==> config.mk <==
export PLATFORM = sky130hd
export DESIGN_NAME = multicycle_ctrl
export DESIGN_NICKNAME = d
export VERILOG_FILES = /design/src/rtl/multicycle_ctrl.sv
export SDC_FILE = /design/constraint.sdc
export NUM_CORES = 1
export LEC_CHECK = 0
export CAP_MARGIN = 5
export CORE_MARGIN = 5
export CORE_UTILIZATION = 50
export CTS_CLUSTER_DIAMETER = 80
export CTS_CLUSTER_SIZE = 16
export DETAILED_ROUTE_END_ITERATION = 10
export PLACE_DENSITY = 0.84
export REMOVE_ABC_BUFFERS = 1
export SLEW_MARGIN = 20
export SYNTH_ARGS = -nofsm -noshare
export SYNTH_HDL_FRONTEND = slang
export SYNTH_SLANG_ARGS = --single-unit
==> constraint.sdc <==
create_clock -name clk -period 6.15 [get_ports clk]
set_input_delay 0.615 -clock clk [delete_from_list [all_inputs] [get_ports clk]]
set_output_delay 0.615 -clock clk [all_outputs]
set_load 0.05 [all_outputs]
==> src/rtl/multicycle_ctrl.sv <==
// Multicycle ARM control FSM: sequences the shared memory, ALU and register file,
// stalls on the memory ready handshake and counts retired instructions.
module multicycle_ctrl #(
  parameter int CNT_W = 32
) (
  input  logic             clk,
  input  logic             reset,
  input  logic [1:0]       Op,
  input  logic [5:0]       Funct,
  input  logic [3:0]       Rd,
  input  logic             CondEx,
  input  logic             MemReady,
  output logic             IRWrite,
  output logic             AdrSrc,
  output logic             ALUSrcA,
  output logic [1:0]       ALUSrcB,
  output logic [1:0]       ResultSrc,
  output logic             ALUOp,
  output logic             NextPC,
  output logic             RegW,
  output logic             LinkW,
  output logic             MemW,
  output logic             MemReq,
  output logic [3:0]       state,
  output logic [CNT_W-1:0] instret
);

  typedef enum logic [3:0] {
    S_FETCH  = 4'd0,
    S_DECODE = 4'd1,
    S_MEMADR = 4'd2,
    S_MEMRD  = 4'd3,
    S_MEMWB  = 4'd4,
    S_MEMWR  = 4'd5,
    S_EXECR  = 4'd6,
    S_EXECI  = 4'd7,
    S_ALUWB  = 4'd8,
    S_BRANCH = 4'd9
  } state_t;

  state_t           state_q;
  state_t           state_d;
  logic [CNT_W-1:0] instret_q;
  logic [CNT_W-1:0] instret_d;

  // Raw enables before reset gating
  logic ir_write_s;
  logic next_pc_s;
  logic reg_w_s;
  logic link_w_s;
  logic mem_w_s;
  logic mem_req_s;

  logic rd_is_pc_s;
  logic is_cmp_s;
  logic unused_funct_s;

  assign rd_is_pc_s     = (Rd == 4'd15);
  assign is_cmp_s       = (Funct[4:3] == 2'b10);
  assign unused_funct_s = ^Funct[2:1];

  // State register and retired-instruction counter
  always_ff @(posedge clk) begin
    if (!reset) begin
      state_q   <= S_FETCH;
      instret_q <= {CNT_W{1'b0}};
    end else begin
      state_q   <= state_d;
      instret_q <= instret_d;
    end
  end

  // Next-state and per-state datapath controls
  always_comb begin
    state_d    = S_FETCH;
    ir_write_s = 1'b0;
    next_pc_s  = 1'b0;
    reg_w_s    = 1'b0;
    link_w_s   = 1'b0;
    mem_w_s    = 1'b0;
    mem_req_s  = 1'b0;
    AdrSrc     = 1'b0;
    ALUSrcA    = 1'b0;
    ALUSrcB    = 2'b00;
    ResultSrc  = 2'b00;
    ALUOp      = 1'b0;

    case (state_q)
      S_FETCH: begin
        mem_req_s  = 1'b1;
        ALUSrcA    = 1'b1;
        ALUSrcB    = 2'b10;
        ResultSrc  = 2'b10;
        ir_write_s = MemReady;
        next_pc_s  = MemReady;
        state_d    = MemReady ? S_DECODE : S_FETCH;
      end
      S_DECODE: begin
        ALUSrcA   = 1'b1;
        ALUSrcB   = 2'b10;
        ResultSrc = 2'b10;
        case (Op)
          2'b00:   state_d = Funct[5] ? S_EXECI : S_EXECR;
          2'b01:   state_d = S_MEMADR;
          default: state_d = S_BRANCH;
        endcase
      end
      S_MEMADR: begin
        ALUSrcB = 2'b01;
        state_d = Funct[0] ? S_MEMRD : S_MEMWR;
      end
      S_MEMRD: begin
        mem_req_s = 1'b1;
        AdrSrc    = 1'b1;
        state_d   = MemReady ? S_MEMWB : S_MEMRD;
      end
      S_MEMWB: begin
        ResultSrc = 2'b01;
        reg_w_s   = CondEx;
        next_pc_s = CondEx & rd_is_pc_s;
        state_d   = S_FETCH;
      end
      S_MEMWR: begin
        // A failed condition drops the access at once instead of waiting on memory
        AdrSrc    = 1'b1;
        mem_req_s = CondEx;
        mem_w_s   = CondEx;
        state_d   = (CondEx && !MemReady) ? S_MEMWR : S_FETCH;
      end
      S_EXECR: begin
        ALUSrcB = 2'b00;
        ALUOp   = 1'b1;
        state_d = S_ALUWB;
      end
      S_EXECI: begin
        ALUSrcB = 2'b01;
        ALUOp   = 1'b1;
        state_d = S_ALUWB;
      end
      S_ALUWB: begin
        ResultSrc = 2'b00;
        if (is_cmp_s) begin
          reg_w_s   = 1'b0;
          next_pc_s = 1'b0;
        end else begin
          reg_w_s   = CondEx;
          next_pc_s = CondEx & rd_is_pc_s;
        end
        state_d = S_FETCH;
      end
      S_BRANCH: begin
        ALUSrcA   = 1'b1;
        ALUSrcB   = 2'b01;
        next_pc_s = CondEx;
        // BL: link gets the PC register while the target flows via ALUResult
        if ((Op == 2'b11) && CondEx) begin
          reg_w_s   = 1'b1;
          link_w_s  = 1'b1;
          ResultSrc = 2'b11;
        end else begin
          reg_w_s   = 1'b0;
          link_w_s  = 1'b0;
          ResultSrc = 2'b10;
        end
        state_d = S_FETCH;
      end
      default: begin
        state_d = S_FETCH;
      end
    endcase
  end

  // Retirement is counted on every entry into FETCH from another state
  always_comb begin
    instret_d = instret_q;
    if ((state_q != S_FETCH) && (state_d == S_FETCH)) begin
      instret_d = instret_q + {{(CNT_W-1){1'b0}}, 1'b1};
    end else begin
      instret_d = instret_q;
    end
  end

  assign IRWrite = reset & ir_write_s;
  assign NextPC  = reset & next_pc_s;
  assign RegW    = reset & reg_w_s;
  assign LinkW   = reset & link_w_s;
  assign MemW    = reset & mem_w_s;
  assign MemReq  = reset & mem_req_s;
  assign state   = state_q;
  assign instret = instret_q;

endmodule

==> results of run 1 <==
[routing by layer]
metal / vias to the layer above / routed length [um] / track usage (%)
li1: 1144 / - / -
met1: 1062 / 2690 / 25.7
met2: 64 / 2780 / 32.1
met3: 10 / 319 / 4.22
met4: 0 / 83 / 8.22
met5: - / 0 / 0
[critical path: stages]
cell and delay [ps]:
clkdlybuf4s50_1 450, buf_4 320, inv_1 390, nor3_1 270
clkdlybuf4s50_1 850
[cell usage in the layout (no fill, tap or decap), types with 9 or more instances in the layout]
master / n
nand2_1: 33
nand2b_1: 14
a21oi_1: 19
mux2i_1: 10
nor2_1: 17
dfxtp_1: 36
inv_1: 9
o21ai_0: 10
nand4_1: 10
clkdlybuf4s50_1: 62
nand3_1: 19
nor4_1: 11
[metrics by stage]
stage | cells | hold WS, ps | worst slack, ps | cell area [sq um] | power, uW
after floorplan | 269 | 679 | 3020 | 2140 | 348
after global placement | 385 | 459 | 2630 | 2840 | 400
after detailed placement | 385 | 471 | 2620 | 2840 | 402
after CTS | 393 | 485 | 2630 | 2950 | 609
after global routing | 393 | 523 | 2500 | 2950 | 631
final | 393 | 483 | 2630 | 2950 | 606
[cells by family (layout without fill, tap and decap cells)]
family	count (synthesis)	after routing	share of synthesized area, %
and+or+nand+nor	156	156	39.1
adders and majority gates	1	1	0.559
xor gates and xnor gates	9	9	3.52
DFF	36	36	32.2
buffers and inverters	28	82	6.15
muxes	10	10	4.47
AOI/OAI and AO/OA	47	47	14.0
[power groups by stage]
stage               Sequential [uW]  Clock, uW  Combinational (uW)
finish                          250        209                 147
detailed placement              255          0                 146
global placement                255          0                 145
global route                    252        222                 157
floorplan                       270          0                78.0
CTS                             250        212                 147
[layout make-up]
| cell class | count | area share (%) |
|---|---|---|
| timing repair buffer | 64 | 21.5 |
| inverter | 10 | 1.44 |
| clock inverter | 2 | 1.19 |
| clock buffer | 6 | 2.46 |
| tap | 52 | 2.20 |
| multi-input combinational | 223 | 46.8 |
| sequential | 36 | 24.4 |
[sequential cells by signal (all words and copies together) (netlist names)]
| register | flops |
|---|---|
| instret | 32 |
| state | 4 |
[how the worst max path moves through the flow]
stage,end,from
finish,IRWrite,reset
global route,IRWrite,reset
CTS,IRWrite,reset
detailed placement,IRWrite,reset
global placement,IRWrite,reset
floorplan,NextPC,state[2]
[Yosys cell counts, types with 3 or more instances]
| master | count |
|---|---|
| or3_1 | 8 |
| nand2b_1 | 14 |
| nor4_1 | 11 |
| nand4_1 | 10 |
| nand3_1 | 19 |
| and2_1 | 8 |
| mux2i_1 | 10 |
| nor2b_1 | 3 |
| xnor2_1 | 8 |
| and4_1 | 4 |
| clkbuf_1 | 11 |
| buf_6 | 3 |
| nand3b_1 | 3 |
| a21oi_1 | 19 |
| nor2_1 | 17 |
| or4_1 | 3 |
| o31ai_1 | 3 |
| inv_1 | 9 |
| nor3_1 | 8 |
| o21ai_0 | 10 |
| dfxtp_1 | 36 |
| nand2_1 | 33 |
| and3_1 | 5 |
| buf_2 | 3 |
==> results.yml, run 1 <==
run_status:
  status: "completed"
clock_tree:
  post_cts_resized: 0
  cts_tree: "yes"
  insertion_delay_ps: 300
  hold_buffers: 0
  h-tree-depth: 2
  cts_sinks: 36
  cts_setup_buffers: 0
  numCtsBuffers: 5
  clockBufferDepth: 2
  clk_pin_slew_ps: 70
  cts_root_buf: "clkbuf_8"
detailed_routing:
  dr_total_vias: 2280
  drt-initial-drc-count: 173
  first_pass_iters: 4
  wl_per_cell_um: 15.0
  drc: 0
  wl_mm: 5.88
  antenna_left: 0
  avgViaCountPerCell: 5.80
floorplan:
  core_region_area_sq_mm: 0.00435
  io_pins: 65
  num_rows: 24
  initial_core_util_pct: 51.4
  die_h_um: 76.9
  die_area_sq_mm: 0.00592
  chipWidth_um: 76.9
timing:
  drv_slew: 0
  fmax_mhz: 284
  rsz0062_at_grt: "no"
  finalCritPeriodShare_pct: 57.3
  min_period_ps: 3520
  setup_viol_count_final: 0
  setup_tns_ps: 0
  slew_headroom_pct: 35.8
  skew_ps: 7.10
  max_slew.worst_pin.slew_ps: 963
  hold_violations: 0
yosys:
  synth_top_area_share_pct: 32.2
  ys_warn_count: 0
  synth-edff-count: 0
  synthFlopType: "dfxtp_1"
  ys_ff_latch: 36
  synth_cell_types: 50
  synth.avg_cell_area_sq_um: 7.80
  synthesis.area_sq_mm: 0.00224
  ys_top_cells_by_area: "dfxtp_1, nand2_1, mux2i_1"
  seq_area_frac_synth_pct: 32.2
  synth_area_leader_cell: "dfxtp_1"
  async_reset_ff_share_pct: 0
  syn_inst: 287
power_and_ir_drop:
  vdd_ir_drop_max_mv: 0.184
  switching_share_pct: 32.4
  pwr-share-comb_pct: 24.2
  pwr_density_cell_mw_per_mm2: 205
  intPower_uw: 410
  switchingPower_uw: 196
  seqPwrFrac_pct: 41.3
  power_frac_clock_pct: 34.5
  p_leak_uw: 0.00105
min_path:
  hold_class: "register to register"
  min_path_cells: 2
  hold_start: "instret[31]"
  hold_end: "instret[31]"
finish:
  nFillCells: 362
  syn_to_final_growth_pct: 31.9
  drive_gt1_share_pct: 4.99
  fin_util_pct: 67.8
  regArea_sq_um: 721
  antenna_cells: 0
  fin_nets: 357
  multi_input_area_sq_mm: 0.00138
run:
  cap_violations: 0
setup_path:
  critPathLaunchType: "primary input"
  r2r_start: "state[2]"
  reg2reg_slack_ps: 3450
  cp_max_fo: 34
  cp.required_ps: 5530
  critPathCaptureType: "output port"
  crit_type: "primary input to output port"
  arrival_ps: 2910
  r2r_cells: 6
  r2r_end: "instret[28]"
grt:
  grt_pass1_wl_mm: 9.90
  grt_max_degree: 35
  grt_pass1_vias: 2133
  track_usage_pct: 19.9
  antenna_found_initial: 0
  grt-ovfl-total: 0
placement:
  gp_congestion: 0.829
  port_buffers: 62
  dpl.hpwl_mm: 4.22
(Power assumes the default switching activity.)
==> run 2, diff against run 1 <==
--- a/config.mk
+++ b/config.mk
@@ -7,11 +7,11 @@
 export LEC_CHECK = 0
 export CAP_MARGIN = 5
 export CORE_MARGIN = 5
-export CORE_UTILIZATION = 50
+export CORE_UTILIZATION = 43
 export CTS_CLUSTER_DIAMETER = 80
 export CTS_CLUSTER_SIZE = 16
 export DETAILED_ROUTE_END_ITERATION = 10
-export PLACE_DENSITY = 0.84
+export PLACE_DENSITY = 0.76
 export REMOVE_ABC_BUFFERS = 1
 export SLEW_MARGIN = 20
 export SYNTH_ARGS = -nofsm -noshare
==> constraint.sdc (replaced) <==
create_clock -name clk -period 3 [get_ports clk]
set_input_delay 0.3 -clock clk [delete_from_list [all_inputs] [get_ports clk]]
set_output_delay 0.3 -clock clk [all_outputs]
set_load 0.05 [all_outputs]
==> run 2 against run 1 <==
Effect of this change: power up 97%; clock power is 73% higher; highest routed layer unchanged; critical path type is now register to output port; die area increased by 14%; count of clock-buffer cells in the layout grew 2; largest cell class unchanged; global-route usage fell by 0.88 points; largest power group unchanged.
==> results.yml, run 2 (synthesis gave the netlist of run 1 again) <==
clock_tree:
  numCtsBuffers: 5
  clockBufferDepth: 2
  hold_buffers: 0
  cts_sinks: 36
  cts_root_buf: "clkbuf_8"
  cts_tree: "yes"
  cts_setup_buffers: 0
  clk_pin_slew_ps: 70
  h-tree-depth: 2
  insertion_delay_ps: 290
finish:
  finalInstanceArea_sq_mm: 0.00301
  fin_util_pct: 59.4
  layout_common_cells: "clkdlybuf4s50_1, dfxtp_1, nand2_1"
  syn_to_final_growth_pct: 34.7
  nFillCells: 486
  final_cells: 417
  fin_nets: 363
  drive_gt1_share_pct: 8.07
  final_common_cell: "clkdlybuf4s50_1"
  antenna_cells: 0
  largest_reg_flops: 32
detailed_routing:
  dr_total_vias: 2284
  first_pass_iters: 4
  drt-initial-drc-count: 155
  wl_per_cell_um: 14.4
  avgViaCountPerCell: 5.48
  drc: 0
  wl_mm: 6.02
  antenna_left: 0
run:
  cap_violations: 0
setup_path:
  cp.required_ps: 2700
  reg2reg_slack_ps: 420
  critPathCaptureType: "output port"
  critPathLaunchType: "register"
  arrival_ps: 2380
  cp_max_fo: 18
  crit_type: "register to output port"
floorplan:
  num_rows: 26
  initial_core_util_pct: 44.1
  die_h_um: 82.2
  io_pins: 65
  die_area_sq_mm: 0.00675
  core_region_area_sq_mm: 0.00507
  chipWidth_um: 82.2
power_and_ir_drop:
  vdd_ir_drop_max_mv: 0.358
  p_leak_uw: 0.00111
  pwr_density_cell_mw_per_mm2: 396
timing:
  setup_viol_count_final: 0
  drv_slew: 0
  max_slew.worst_pin.slew_ps: 906
  setup_tns_ps: 0
  slew_headroom_pct: 39.1
  skew_ps: 2.17
  fmax_mhz: 374
  min_period_ps: 2680
  rsz0062_at_grt: "no"
  finalCritPeriodShare_pct: 89.2
  hold_violations: 0
grt:
  grt_pass1_wl_mm: 10.0
  grt-ovfl-total: 0
  grt_pass1_vias: 2121
  antenna_found_initial: 0
  track_usage_pct: 19.0
  grt_max_degree: 20
min_path:
  hold_class: "register to register"
placement:
  port_buffers: 62
  dpl.hpwl_mm: 4.45
  postPlaceCellArea_sq_mm: 0.00292
  gp_congestion: 0.853
  dp_cells: 409
run_status:
  status: "completed"
==> run 2: where the power goes <==
group / switching (uW) / internal, uW
clock: 174 / 187
combinational: 201 / 118
sequential: 24.4 / 488
==> run 2: cell type report <==
cell class,instances,area (sq um),share of cell area (%)
inverters,10,42.5,1.41
well taps,70,87.6,2.91
repair buffers,70,693,23.0
flip-flops and latches,36,721,23.9
clock buffers,8,90.1,2.99
multi-input cells,223,1380,45.8
==> run 2: timing repair <==
action | CTS | global route
endpoints found under the hold margin | 0 | 0
setup endpoints to repair | 0 | 1
gates resized for setup | 0 | 1
==> run 2: worst max-delay path, stage by stage (launching register included) <==
cell             delay (ps)
dfxtp_1                 680
inv_1                   240
o32ai_1                 320
clkdlybuf4s50_1         850
==> run 2: routing by layer <==
| metal | vias to the layer above | share of wire [%] | global-route usage [%] |
|---|---|---|---|
| met5 | - | 0 | 0 |
| met4 | 0 | 1.4 | 5.15 |
| met3 | 9 | 5.5 | 4.66 |
| met2 | 64 | 47 | 30.9 |
| met1 | 1061 | 47 | 25.3 |
| li1 | 1150 | - | - |
==> run 2: through the flow <==
stage                     total power (uW)  setup WS [ps]  hold slack (ps)
after floorplan                        713            180              418
after global placement                 837            316              464
after detailed placement               840            284              474
after CTS                             1200            149              487
after global routing                  1250           59.7              527
final                                 1190            323              484
==> run 2: path summary, 6_finish.rpt <==
path,start,endpoint,depth (start not counted)
worst max-delay path,state[1],ALUSrcB[0],3
worst max register to register,state[0],instret[28],6
worst min register to register,instret[31],instret[31],2
worst min-delay path,instret[31],instret[31],2
